**src/rtl/clint_types_1_13_pkg.sv**
```systemverilog
// Shared constants and types for the machine-level CLINT: register offsets,
// bus state encoding, 64-bit word type and a byte-lane merge helper.
package clint_types_1_13_pkg;

  localparam logic [15:0] CLINT_MSIP        = 16'h0000;
  localparam logic [15:0] CLINT_MTIMECMP_LO = 16'h4000;
  localparam logic [15:0] CLINT_MTIMECMP_HI = 16'h4004;
  localparam logic [15:0] CLINT_MTIME_LO    = 16'hBFF8;
  localparam logic [15:0] CLINT_MTIME_HI    = 16'hBFFC;

  typedef enum logic {IDLE, RESP} clint_state_t;

  typedef logic [63:0] clint_word_t;

  function automatic logic [31:0] merge_lanes(input logic [31:0] old_word,
                                              input logic [31:0] new_word,
                                              input logic [3:0]  lanes);
    logic [31:0] res;
    res = old_word;
    for (int i = 0; i < 4; i++) begin
      if (lanes[i]) res[i*8 +: 8] = new_word[i*8 +: 8];
    end
    return res;
  endfunction

endpackage

```
**src/rtl/clint_mtimer.sv**
```systemverilog
// Machine timer: prescaled 64-bit mtime, mtimecmp storage with byte-lane
// writes, registered compare and falling-edge clear pulse.
module clint_mtimer
  import clint_types_1_13_pkg::*;
#(
  parameter int PRESCALE = 1
) (
  input  logic        clk,
  input  logic        rst,
  input  logic [1:0]  mtime_we,
  input  logic [1:0]  cmp_we,
  input  logic [3:0]  byte_en,
  input  logic [31:0] wdata,
  output clint_word_t mtime,
  output clint_word_t mtimecmp,
  output logic        timer_int,
  output logic        clear_timer_int
);

  localparam logic [15:0] PRESC_LAST = 16'(PRESCALE - 1);

  logic [15:0] presc;
  logic        cmp_hit;

  assign cmp_hit = (mtime >= mtimecmp);

  always_ff @(posedge clk) begin
    if (rst) begin
      presc           <= '0;
      mtime           <= '0;
      mtimecmp        <= '1;
      timer_int       <= 1'b0;
      clear_timer_int <= 1'b0;
    end else begin
      // A software write to either half wins over the tick and restarts the prescaler.
      if (|mtime_we) begin
        presc <= '0;
        if (mtime_we[0]) mtime[31:0]  <= merge_lanes(mtime[31:0], wdata, byte_en);
        if (mtime_we[1]) mtime[63:32] <= merge_lanes(mtime[63:32], wdata, byte_en);
      end else if (presc == PRESC_LAST) begin
        presc <= '0;
        mtime <= mtime + 64'd1;
      end else begin
        presc <= presc + 16'd1;
      end

      if (cmp_we[0]) mtimecmp[31:0]  <= merge_lanes(mtimecmp[31:0], wdata, byte_en);
      if (cmp_we[1]) mtimecmp[63:32] <= merge_lanes(mtimecmp[63:32], wdata, byte_en);

      timer_int       <= cmp_hit;
      clear_timer_int <= timer_int & ~cmp_hit;
    end
  end

endmodule

```
**src/rtl/priv_1_13_clint.sv**
```systemverilog
// Core-local interruptor: word-addressed bus slave with one wait cycle,
// msip register, mtime read shadow, and the machine timer sub-block.
module priv_1_13_clint
  import clint_types_1_13_pkg::*;
#(
  parameter int          PRESCALE  = 1,
  parameter logic [15:0] BASE_MASK = 16'hFFFF
) (
  input  logic        CLK,
  input  logic        RST,
  input  logic [15:0] addr,
  input  logic        ren,
  input  logic        wen,
  input  logic [3:0]  byte_en,
  input  logic [31:0] wdata,
  output logic [31:0] rdata,
  output logic        busy,
  output logic        timer_int_m,
  output logic        soft_int_m,
  output logic        clear_timer_int_m,
  output logic        clear_soft_int_m
);

  clint_state_t state;
  clint_word_t  mtime;
  clint_word_t  mtimecmp;
  logic [15:0]  word_addr;
  logic         accept;
  logic         wr;
  logic         rd_only;
  logic         msip;
  logic [31:0]  shadow;
  logic         last_lo_rd;
  logic [31:0]  rd_mux;
  logic [1:0]   mtime_we;
  logic [1:0]   cmp_we;

  assign word_addr = addr & BASE_MASK & 16'hFFFC;
  assign accept    = (state == IDLE) && (ren || wen);
  assign wr        = accept && wen;
  assign rd_only   = accept && ren && !wen;
  assign busy      = accept;
  assign soft_int_m = msip;

  assign mtime_we = {wr && (word_addr == CLINT_MTIME_HI),    wr && (word_addr == CLINT_MTIME_LO)};
  assign cmp_we   = {wr && (word_addr == CLINT_MTIMECMP_HI), wr && (word_addr == CLINT_MTIMECMP_LO)};

  always_comb begin
    rd_mux = '0;
    case (word_addr)
      CLINT_MSIP:        rd_mux = {31'd0, msip};
      CLINT_MTIMECMP_LO: rd_mux = mtimecmp[31:0];
      CLINT_MTIMECMP_HI: rd_mux = mtimecmp[63:32];
      CLINT_MTIME_LO:    rd_mux = mtime[31:0];
      // Hi half comes from the shadow only right after a lo read, so lo+hi reads form one snapshot.
      CLINT_MTIME_HI:    rd_mux = last_lo_rd ? shadow : mtime[63:32];
      default:           rd_mux = '0;
    endcase
  end

  always_ff @(posedge CLK) begin
    if (RST) begin
      state            <= IDLE;
      rdata            <= '0;
      msip             <= 1'b0;
      shadow           <= '0;
      last_lo_rd       <= 1'b0;
      clear_soft_int_m <= 1'b0;
    end else begin
      clear_soft_int_m <= 1'b0;
      case (state)
        IDLE: begin
          if (accept) begin
            state      <= RESP;
            rdata      <= rd_mux;
            last_lo_rd <= rd_only && (word_addr == CLINT_MTIME_LO);
            if (rd_only && (word_addr == CLINT_MTIME_LO)) shadow <= mtime[63:32];
            if (wr && (word_addr == CLINT_MSIP) && byte_en[0]) begin
              msip             <= wdata[0];
              clear_soft_int_m <= msip & ~wdata[0];
            end
          end
        end
        RESP: state <= IDLE;
        default: state <= IDLE;
      endcase
    end
  end

  clint_mtimer #(.PRESCALE(PRESCALE)) u_mtimer (
    .clk             (CLK),
    .rst             (RST),
    .mtime_we        (mtime_we),
    .cmp_we          (cmp_we),
    .byte_en         (byte_en),
    .wdata           (wdata),
    .mtime           (mtime),
    .mtimecmp        (mtimecmp),
    .timer_int       (timer_int_m),
    .clear_timer_int (clear_timer_int_m)
  );

endmodule
```
**config.mk**
```make
export PLATFORM = sky130hd
export DESIGN_NAME = priv_1_13_clint
export DESIGN_NICKNAME = d
export VERILOG_FILES = /design/src/rtl/clint_types_1_13_pkg.sv /design/src/rtl/clint_mtimer.sv /design/src/rtl/priv_1_13_clint.sv
export SDC_FILE = /design/constraint.sdc
export NUM_CORES = 1
export LEC_CHECK = 0
export ABC_CLOCK_PERIOD_IN_PS = 2070
export BUFFER_PORTS_ARGS = -buffer_cell sky130_fd_sc_hd__buf_2
export CORE_UTILIZATION = 55
export DETAILED_ROUTE_END_ITERATION = 10
export PLACE_DENSITY = 0.73
export RECOVER_POWER = 25
export SLEW_MARGIN = 15
export SYNTH_ARGS = -nofsm -noshare
export SYNTH_HDL_FRONTEND = slang
export SYNTH_SLANG_ARGS = --single-unit
```
**constraint.sdc**
```tcl
create_clock -name CLK -period 2.07 [get_ports CLK]
set_input_delay 0.1035 -clock CLK [delete_from_list [all_inputs] [get_ports CLK]]
set_output_delay 0.1035 -clock CLK [all_outputs]
set_load 0.005 [all_outputs]
```
==> results of run 1 <==
-- power groups by stage --
stage | clock, mW | sequential [mW] | combinational (mW)
after floorplan | 0 | 4.29 | 0.265
after global placement | 0 | 4.28 | 0.561
after detailed placement | 0 | 4.29 | 0.567
after CTS | 4.13 | 4.20 | 0.638
after global routing | 4.31 | 4.20 | 0.702
final | 4.15 | 4.20 | 0.656
-- worst max-delay path: cells and delay by family (launching register included) --
kind,cells,cell delay (ns)
AND/OR/NAND/NOR,4,0.89
AO/OA/AOI/OAI,2,0.46
buffers and inverters,3,0.41
flip-flops,1,0.36
-- cells by family (layout without fill, tap and decap cells) --
kind of cell	count (synthesis)	count (layout)	synth area share [%]
buffers and inverters	205	557	6.73
multiplexers	42	42	3.36
flip-flops	214	214	34.1
AO/OA/AOI/OAI	472	472	23.8
XOR/XNOR	10	10	0.697
AND/OR/NAND/NOR	632	632	24.7
adder cells (fa/ha/maj)	67	67	6.67
-- cells in the final DEF, fill, tap and decap left out, types with 7 or more instances in the layout --
cell type	count
ha_1	52
inv_1	81
buf_6	29
nor4_1	17
clkbuf_1	20
and4_1	8
nand4_1	38
a221oi_1	33
dfxtp_1	186
o32ai_1	9
dlygate4sd3_1	37
a211o_1	17
ha_4	15
buf_4	254
buf_12	19
o21ai_0	110
clkbuf_16	26
and3_1	31
mux2i_1	40
a21oi_2	10
nand3_1	54
a21oi_1	150
nor3_1	64
nor2_1	173
o211ai_1	24
dfxtp_2	26
a21o_1	12
nand2_1	152
a211oi_1	15
nor3_2	7
o21ai_1	11
buf_2	75
a31oi_1	11
nand3_4	7
and2_1	11
-- registers in the layout (all words and copies together), names as in the netlist, 16 cells and up --
| name | cells |
|---|---|
| rdata | 32 |
| shadow | 32 |
| u_mtimer.presc | 16 |
| u_mtimer.mtimecmp | 64 |
| u_mtimer.mtime | 64 |
-- routing by layer --
metal	routed length (um)	GRT usage [%]	vias up
li1	-	-	6677
met5	0	0	-
met4	2650	22.1	0
met3	4940	8.08	220
met1	18700	49.6	6842
met2	21500	61.6	893
-- per-stage QoR --
stage | utilization (%) | power [mW] | hold slack (ns) | TNS, ns
after floorplan | - | 4.56 | 0.179 | -0.00484
after CTS | 75.8 | 8.97 | 0.0248 | -0.160
after detailed placement | 68.4 | 4.85 | 0.360 | -4.10
after global routing | 79.1 | 9.21 | 0.0968 | -2.61
after global placement | 68.4 | 4.84 | 0.349 | -3.24
final | 79.1 | 9.00 | 0.0394 | -0.811
-- how the worst min path moves through the flow --
stage,start,to,slack (ns)
after floorplan,wdata[0],clear_soft_int_m,0.18
after global placement,wdata[15],u_mtimer.mtimecmp[15],0.35
after detailed placement,wdata[15],u_mtimer.mtimecmp[15],0.36
after CTS,wen,state,0.02
after global routing,wen,state,0.1
final,wen,state,0.04
-- area by class of cell --
type / count / share of cell area [%]
clock buffers: 36 / 4.10
repair buffers: 431 / 19.8
well taps: 280 / 2.00
flip-flops and latches: 214 / 24.7
inverters: 86 / 1.86
clock inverters: 4 / 0.115
multi-input cells: 1223 / 47.3
-- synth_stat cells, types with 6 or more instances --
master / count
nor2_1: 174
nand4_1: 38
nor4_1: 25
a221oi_1: 34
a21oi_2: 6
a31o_2: 8
nor4b_1: 8
and3_1: 33
o21ai_0: 126
buf_2: 18
inv_1: 85
and4_1: 12
nand3_1: 64
o211ai_1: 24
clkbuf_1: 90
o31ai_1: 7
a31oi_1: 13
or3_1: 9
a211oi_1: 16
dfxtp_1: 214
mux2i_1: 41
a21oi_1: 157
nand2_1: 157
a211o_1: 18
and2_1: 12
nor3_1: 72
ha_1: 67
o32ai_1: 9
a21o_1: 13
-- what timing repair did --
action	4_1_cts	5_1_grt
pin swaps	29	63
setup buffers	7	29
gates cloned	0	1
hold endpoints to repair	97	0
setup endpoints to repair	62	54
resized for setup	88	118
hold buffers	37	0
==> results.ini, run 1 <==
[placement]
placement.io_buffers = 90
dp.cells = 2161
pre_cts_ws_ns = -0.286
place_area_um2 = 15100
gp_routability_congestion = 0.941
dp_hpwl_um = 32800

[clocking]
cts_root_buf = clkbuf_16
clkLatencyLatePin_ns = 0.53
clock-sinks = 214
cts_made_buffers = 25
clockBufferDepth = 3
cts_tree = yes
h-tree-depth = 1
cts.clk_slew.worst_paths_ns = 0.06

[yosys]
syn-cell-area_um2 = 12600
synth_cell_types = 77
async_reset_ff_share_pct = 0
syn_avg_cell_area_um2 = 7.65
yosys_warnings = 0
ys.flop_type = dfxtp_1
synth-edff-count = 0
yosysSeqAreaShare_pct = 34.1
syn-num-nets = 1765
synthCells = 1642
yosys_register_bits = 214
synth_area_leaders = dfxtp_1, ha_1, a21oi_1
yosys.area.top_type = dfxtp_1
synth.top_cell.area_share_pct = 34.1

[power]
p_leak_nw = 7.56
irDropWorstVdd_uv = 641
power_density_nw_per_um2 = 515
pwr-share-comb_pct = 7.3
sw_frac_of_total_pct = 24.5
seq_power_share_pct = 46.6
pwr-share-clk_pct = 46.1
switching_power_mw = 2.21
intPower_mw = 6.79

[worst_setup_path]
reg2reg_from = u_mtimer.mtime[30]
cp.required_ns = 2.46
r2r_end = u_mtimer.mtime[62]
crit_end = u_mtimer.mtime[62]
max_stage_delay_ns = 0.55
crit_type = reg -> reg
cp.arrival_ns = 2.64
path_max_fanout = 8
reg2regPathDepth = 9
start_kind = register
critPathMostFrequentCell = buf_6
critPathLaunch = u_mtimer.mtime[30]
crit_path_top_delay_cell = or4_4
endpoint_kind = register
reg2reg_slack_ns = -0.18
path_cells = nand4_1 > or4_4 > buf_6 > nor2_4 > buf_6 > buf_4 > nand3_4 > o221ai_1 > a211oi_1

[timing]
fmax_mhz = 444
finalMaxSlewViolations = 0
setup_viol = 14
rsz0062_at_grt = true
hold_violations = 0
finClkSkew_ns = 0.0120
fin_crit_sh_pct = 109
tightest_slew_ns = 0.567
layout_setup_ws_ns = -0.182
maxSlewHeadroom_pct = 62.2
finalCriticalPeriod_ns = 2.25

[global_routing]
grt_pass1_vias = 13800
grt_util_all_layers_pct = 39.0
grt_pass1_wl_um = 73000
grt.overflow.total = 0
antenna_found_initial = 1
grt_max_degree = 51

[floorplan]
core_area_um2 = 22100
die_w_um = 153
die_h_um = 153
die_area_um2 = 23500
fp-row-count = 54
start_util_pct = 56.9
io-pin-count = 93

[cells_and_area]
nNetsFinal = 2104
area.sequential_um2 = 4320
multiInputGateArea_um2 = 8270
fin_area_um2 = 17500
areaGrowthSynthToFinish_pct = 39.1
drive_gt1_share_pct = 29.4
layoutNonFillerInstCount = 2274
num_antenna_cells = 0
fill_cells = 1551

[status]
status = finished with violations
violations = setup timing

[detailed_routing]
vias = 14600
viasPerCell = 6.43
firstDrtPassIters = 7
drt_iter0_drc = 1515
routed_wl_um = 47700
drc = 0
routedWlPerCell_um = 21.0
ant_nets = 0

[worst_hold_path]
worst_hold_path_type = in -> reg
holdPathStages = 4

[run]
drv_cap = 0

No activity file was read; power rests on OpenSTA's default activity.
==> run 2, diff against run 1 <==
--- a/config.mk
+++ b/config.mk
@@ -11,6 +11,7 @@
 export DETAILED_ROUTE_END_ITERATION = 10
 export PLACE_DENSITY = 0.73
 export RECOVER_POWER = 25
+export SKIP_CTS_REPAIR_TIMING = 1
 export SLEW_MARGIN = 15
 export SYNTH_ARGS = -nofsm -noshare
 export SYNTH_HDL_FRONTEND = slang
==> run 2 against run 1 <==
  * The run ends with hold timing, setup timing left
  * Clock skew shrank 0.0022 ns
  * Clock power is essentially flat
  * Sequential cell count is the same
  * Critical endpoint is now u_mtimer.timer_int
  * Highest routed layer unchanged
==> results.ini, run 2 (synthesized netlist as in run 1, its figures left out) <==
[detailed_routing]
routedWlPerCell_um = 20.7  ; was 21.0 um
ant_nets = 0  ; unchanged
vias = 14300  ; was 14600
firstDrtPassIters = 8  ; was 7
drt_iter0_drc = 1646  ; was 1515
drc = 0  ; unchanged
viasPerCell = 6.36  ; was 6.43
routed_wl_um = 46500  ; was 47700 um

[worst_setup_path]
max_stage_delay_ns = 0.42  ; was 0.55 ns
start_kind = register  ; unchanged
cp.required_ns = 2.47  ; was 2.46 ns
reg2reg_slack_ns = -0.16  ; was -0.18 ns
crit_path_top_delay_cell = or3_4  ; was or4_4
reg2reg_from = u_mtimer.mtime[34]  ; was u_mtimer.mtime[30]
path_cells = buf_4 > ha_4 > nand2_1 > o21ai_2 > a221o_1 > or3_4 > a2111oi_4 > nor3_1  ; was nand4_1 > or4_4 > buf_6 > nor2_4 > buf_6 > buf_4 > nand3_4 > o221ai_1 > a211oi_1
crit_family = compound AO/OA/AOI/OAI gates  ; was simple AND/OR/NAND/NOR gates
cp.arrival_ns = 2.63  ; was 2.64 ns
endpoint_kind = register  ; unchanged
critPathLaunch = u_mtimer.mtime[34]  ; was u_mtimer.mtime[30]
path_buf_inv = 1  ; was 3
path_max_fanout = 3  ; was 8
crit_type = reg -> reg  ; unchanged

[floorplan]
die_w_um = 153  ; unchanged
start_util_pct = 56.9  ; unchanged
die_h_um = 153  ; unchanged
core_area_um2 = 22100  ; unchanged
io-pin-count = 93  ; unchanged
die_area_um2 = 23500  ; unchanged
fp-row-count = 54  ; unchanged

[clocking]
clockBufferDepth = 3  ; unchanged
cts_root_buf = clkbuf_16  ; unchanged
cts.clk_slew.worst_paths_ns = 0.06  ; about the same
h-tree-depth = 1  ; unchanged
clock-sinks = 214  ; unchanged
cts_made_buffers = 25  ; unchanged
cts_tree = yes  ; unchanged
clkLatencyLatePin_ns = 0.53  ; about the same

[timing]
layout_setup_ws_ns = -0.158  ; was -0.182 ns
finalMaxSlewViolations = 0  ; unchanged
setup_viol = 25  ; was 14
tightest_slew_ns = 0.665  ; was 0.567 ns
hold_ws_ns = -0.0145  ; was 0.0394 ns
fin_tns_setup_ns = -1.14  ; was -0.811 ns
rsz0062_at_grt = true  ; unchanged
hold_violations = 4  ; was 0
finalCriticalPeriod_ns = 2.23  ; was 2.25 ns
fmax_mhz = 449  ; was 444 MHz
fin_crit_sh_pct = 108  ; was 109%
finClkSkew_ns = 0.00974  ; was 0.0120 ns
maxSlewHeadroom_pct = 55.6  ; was 62.2%

[status]
status = finished with violations  ; unchanged
violations = hold timing, setup timing  ; was setup timing

[cells_and_area]
drive_gt1_share_pct = 27.2  ; was 29.4%
num_antenna_cells = 0  ; unchanged
layout_common_cells = buf_4, dfxtp_1, nor2_1  ; unchanged
fin_area_um2 = 17000  ; was 17500 um^2
final_common_cell = buf_4  ; unchanged
nNetsFinal = 2080  ; was 2104
reg_top3 = u_mtimer.mtime (64), u_mtimer.mtimecmp (64)  ; unchanged
areaGrowthSynthToFinish_pct = 35.0  ; was 39.1%

[global_routing]
antenna_found_initial = 1  ; unchanged
grt.overflow.total = 0  ; unchanged
grt_util_all_layers_pct = 37.4  ; was 39.0%
grt_max_degree = 51  ; unchanged
grt_pass1_wl_um = 70200  ; was 73000 um
grt_pass1_vias = 13200  ; was 13800

[power]
p_leak_nw = 7.33  ; was 7.56 nW
power_density_nw_per_um2 = 530  ; was 515 nW/um^2
irDropWorstVdd_uv = 640  ; was 641 uV

[placement]
placement.io_buffers = 90  ; unchanged
place_area_um2 = 15100  ; unchanged
dp_hpwl_um = 32800  ; unchanged
gp_routability_congestion = 0.941  ; unchanged
pre_cts_ws_ns = -0.286  ; unchanged

[worst_hold_path]
hold_start = byte_en[3]  ; was wen
worst_hold_path_type = in -> reg  ; unchanged

[run]
drv_cap = 0  ; unchanged

run 2: through the flow:
step,instances,utilization (%),power (mW)
2_1_floorplan,1642,-,4.56
3_3_place_gp,2161,68.4,4.84
3_5_place_dp,2161,68.4,4.85
4_1_cts,2201,71.8,8.90
5_1_grt,2250,76.8,9.20
6_report,2250,76.8,8.99
run 2: final cells by class:
| type | count | area [um^2] |
|---|---|---|
| clock inverters | 4 | 20.0 |
| clock buffers | 36 | 717 |
| flip-flops and latches | 214 | 4320 |
| well taps | 280 | 350 |
| inverters | 86 | 325 |
| repair buffers | 407 | 3160 |
| multi-input cells | 1223 | 8070 |
| fillers | 1656 | 5130 |
run 2: worst register-to-register path: cells and delay by family (launching register included):
| kind | cells | cell delay [ns] |
|---|---|---|
| flops | 1 | 0.35 |
| compound gates | 3 | 0.78 |
| buf+inv | 1 | 0.15 |
| simple gates | 3 | 0.59 |
| fa+ha+maj | 1 | 0.24 |
run 2: report_power, final:
| group | internal, mW | switching, mW | leakage, nW |
|---|---|---|---|
| clock network | 2.37 | 1.78 | 0.367 |
| logic | 0.249 | 0.395 | 5.23 |
| registers | 4.17 | 0.0297 | 1.74 |
run 2: final timing paths:
check	end	cells past startpoint
max	u_mtimer.timer_int	8
min	u_mtimer.mtime[59]	3
max reg2reg	u_mtimer.timer_int	8
min reg2reg	shadow[26]	2
run 2: layer usage:
| layer | track usage, % | share of wire, % |
|---|---|---|
| met1 | 49.3 | 40 |
| met2 | 60.4 | 45 |
| met3 | 6.10 | 10 |
| met4 | 16.4 | 4.6 |
| met5 | 0 | 0 |
==> run 3, diff against run 2 <==
--- a/config.mk
+++ b/config.mk
@@ -7,6 +7,7 @@
 export LEC_CHECK = 0
 export ABC_CLOCK_PERIOD_IN_PS = 2070
 export BUFFER_PORTS_ARGS = -buffer_cell sky130_fd_sc_hd__buf_2
+export CORE_MARGIN = 10
 export CORE_UTILIZATION = 55
 export DETAILED_ROUTE_END_ITERATION = 10
 export PLACE_DENSITY = 0.73
==> constraint.sdc (replaced) <==
create_clock -name CLK -period 2.07 [get_ports CLK]
set_input_delay 0.3105 -clock CLK [delete_from_list [all_inputs] [get_ports CLK]]
set_output_delay 0.3105 -clock CLK [all_outputs]
set_load 0.005 [all_outputs]
==> run 3 against run 2 <==
  * The run ends with setup timing left
  * Combinational power fell by 6.7%
  * Via count fell by 2.2%
  * Fmax fell by 9.9%
  * Critical path depth did not move
==> results.ini, run 3 (synthesized netlist as in run 1, its figures left out) <==
[status]
status = finished with violations  ; unchanged
violations = setup timing  ; was hold timing, setup timing

[clocking]
cts_made_buffers = 24  ; was 25
h-tree-depth = 1  ; unchanged
clkLatencyLatePin_ns = 0.53  ; about the same
clockBufferDepth = 3  ; unchanged
cts.clk_slew.worst_paths_ns = 0.06  ; about the same
cts_tree = yes  ; unchanged
clock-sinks = 214  ; unchanged
cts_root_buf = clkbuf_16  ; unchanged

[timing]
finalCriticalPeriod_ns = 2.47  ; was 2.23 ns
setup_viol = 22  ; was 25
rsz0062_at_grt = true  ; unchanged
layout_setup_ws_ns = -0.403  ; was -0.158 ns
fmax_mhz = 404  ; was 449 MHz
hold_violations = 0  ; was 4
finalMaxSlewViolations = 0  ; unchanged
finClkSkew_ns = 0.0130  ; was 0.00974 ns
tightest_slew_ns = 0.555  ; was 0.665 ns
fin_crit_sh_pct = 119  ; was 108%
maxSlewHeadroom_pct = 62.8  ; was 55.6%
hold_ws_ns = 0.0240  ; was -0.0145 ns

[cells_and_area]
reg_top3 = u_mtimer.mtime (64), u_mtimer.mtimecmp (64)  ; unchanged
drive_gt1_share_pct = 26.8  ; was 27.2%
num_antenna_cells = 0  ; unchanged
fill_cells = 1744  ; was 1656
nNetsFinal = 2035  ; was 2080
areaGrowthSynthToFinish_pct = 31.7  ; was 35.0%
area.sequential_um2 = 4330  ; was 4320 um^2
layout_common_cells = buf_4, dfxtp_1, nor2_1  ; unchanged
multiInputGateArea_um2 = 8000  ; was 8070 um^2
final_common_cell = buf_4  ; unchanged
post-route-util_pct = 73.3  ; was 76.8%

[placement]
dp_hpwl_um = 31900  ; was 32800 um
gp_routability_congestion = 0.964  ; was 0.941
placement.io_buffers = 90  ; unchanged

[floorplan]
start_util_pct = 55.7  ; was 56.9%
fp-row-count = 55  ; was 54
core_area_um2 = 22600  ; was 22100 um^2
die_w_um = 171  ; was 153 um
die_area_um2 = 29300  ; was 23500 um^2
io-pin-count = 93  ; unchanged
die_h_um = 171  ; was 153 um

[detailed_routing]
drt_iter0_drc = 1757  ; was 1646
routedWlPerCell_um = 20.5  ; was 20.7 um
viasPerCell = 6.32  ; was 6.36
vias = 14000  ; was 14300
met1Wirelength_um = 18200  ; was 18500 um
ant_nets = 0  ; unchanged
drc = 0  ; unchanged
firstDrtPassIters = 8  ; unchanged
wl_met3_um = 4680  ; was 4810 um
routed_wl_um = 45400  ; was 46500 um
wl_met2_um = 21000  ; about the same
route.top_layer_used = met5  ; was met4

[global_routing]
grt_util_all_layers_pct = 29.2  ; was 37.4%
grt_pass1_wl_um = 69500  ; was 70200 um
grt_pass1_vias = 13300  ; was 13200
grt_max_degree = 86  ; was 51
grt.overflow.total = 0  ; unchanged
antenna_found_initial = 1  ; unchanged

[power]
irDropWorstVdd_uv = 571  ; was 640 uV
power_density_nw_per_um2 = 561  ; was 530 nW/um^2
p_leak_nw = 7.06  ; was 7.33 nW

[worst_setup_path]
endpoint_kind = register  ; unchanged
crit_type = reg -> reg  ; unchanged
cp.required_ns = 2.49  ; was 2.47 ns
cp.arrival_ns = 2.89  ; was 2.63 ns
path_max_fanout = 3  ; unchanged
start_kind = register  ; unchanged

[run]
drv_cap = 0  ; unchanged

[worst_hold_path]
worst_hold_path_type = in -> reg  ; unchanged

run 3: cell count changes in the layout (fill, tap and decap cells not counted), sizes merged:
cell and delta:
dlygate4sd3 -33, clkinv -1, bufinv +2, buf -21
dlymetal6s2s -2, clkbuf +15
run 3: layer usage:
metal  vias up  track usage (%)
li1       6523                -
met1      6508             37.9
met2       815             47.3
met3       144             5.16
met4         2             11.0
met5         -                0
run 3: metrics by stage:
step           TNS (ns)  setup slack [ns]  total power, mW  instances  area (um^2)
2_1_floorplan  -0.00484          -0.00484             4.56       1642        12600
3_3_place_gp      -4.27            -0.197             4.86       2156        15000
4_1_cts           -7.17            -0.310             9.29       2200        15900
3_5_place_dp      -7.75            -0.230             4.87       2156        15000
6_report          -1.72            -0.403             9.28       2215        16600
5_1_grt           -4.13            -0.439             9.53       2215        16600
run 3: power by group:
part / switching [mW] / leakage (nW) / internal, mW
clock: 1.78 / 0.407 / 2.71
sequential: 0.0283 / 1.74 / 4.17
combinational: 0.387 / 4.92 / 0.215
total: 2.19 / 7.06 / 7.09
run 3: cell type report:
type | instances | area share (%)
multi-input combinational | 1223 | 48.3
sequential | 214 | 26.1
timing repair buffer | 363 | 16.5
clock buffer | 39 | 4.52
tap | 285 | 2.15
inverter | 86 | 1.95
clock inverter | 5 | 0.454
run 3: worst max-delay path: stages, from the launching register on:
cell	delay, ns
dfxtp_2	0.33
buf_4	0.15
ha_4	0.15
a21oi_2	0.14
o21ai_2	0.10
a221o_1	0.36
or3_4	0.43
o311ai_4	0.34
nor4b_4	0.35
run 3: path summary, 6_finish.rpt:
path	slack, ns	from	end	cells after the start
hold reg to reg	0.45	shadow[6]	shadow[6]	2
hold / removal	0.02	wdata[15]	u_mtimer.mtimecmp[15]	2
setup reg to reg	-0.40	u_mtimer.mtime[34]	u_mtimer.clear_timer_int	8
setup / recovery	-0.40	u_mtimer.mtime[34]	u_mtimer.clear_timer_int	8
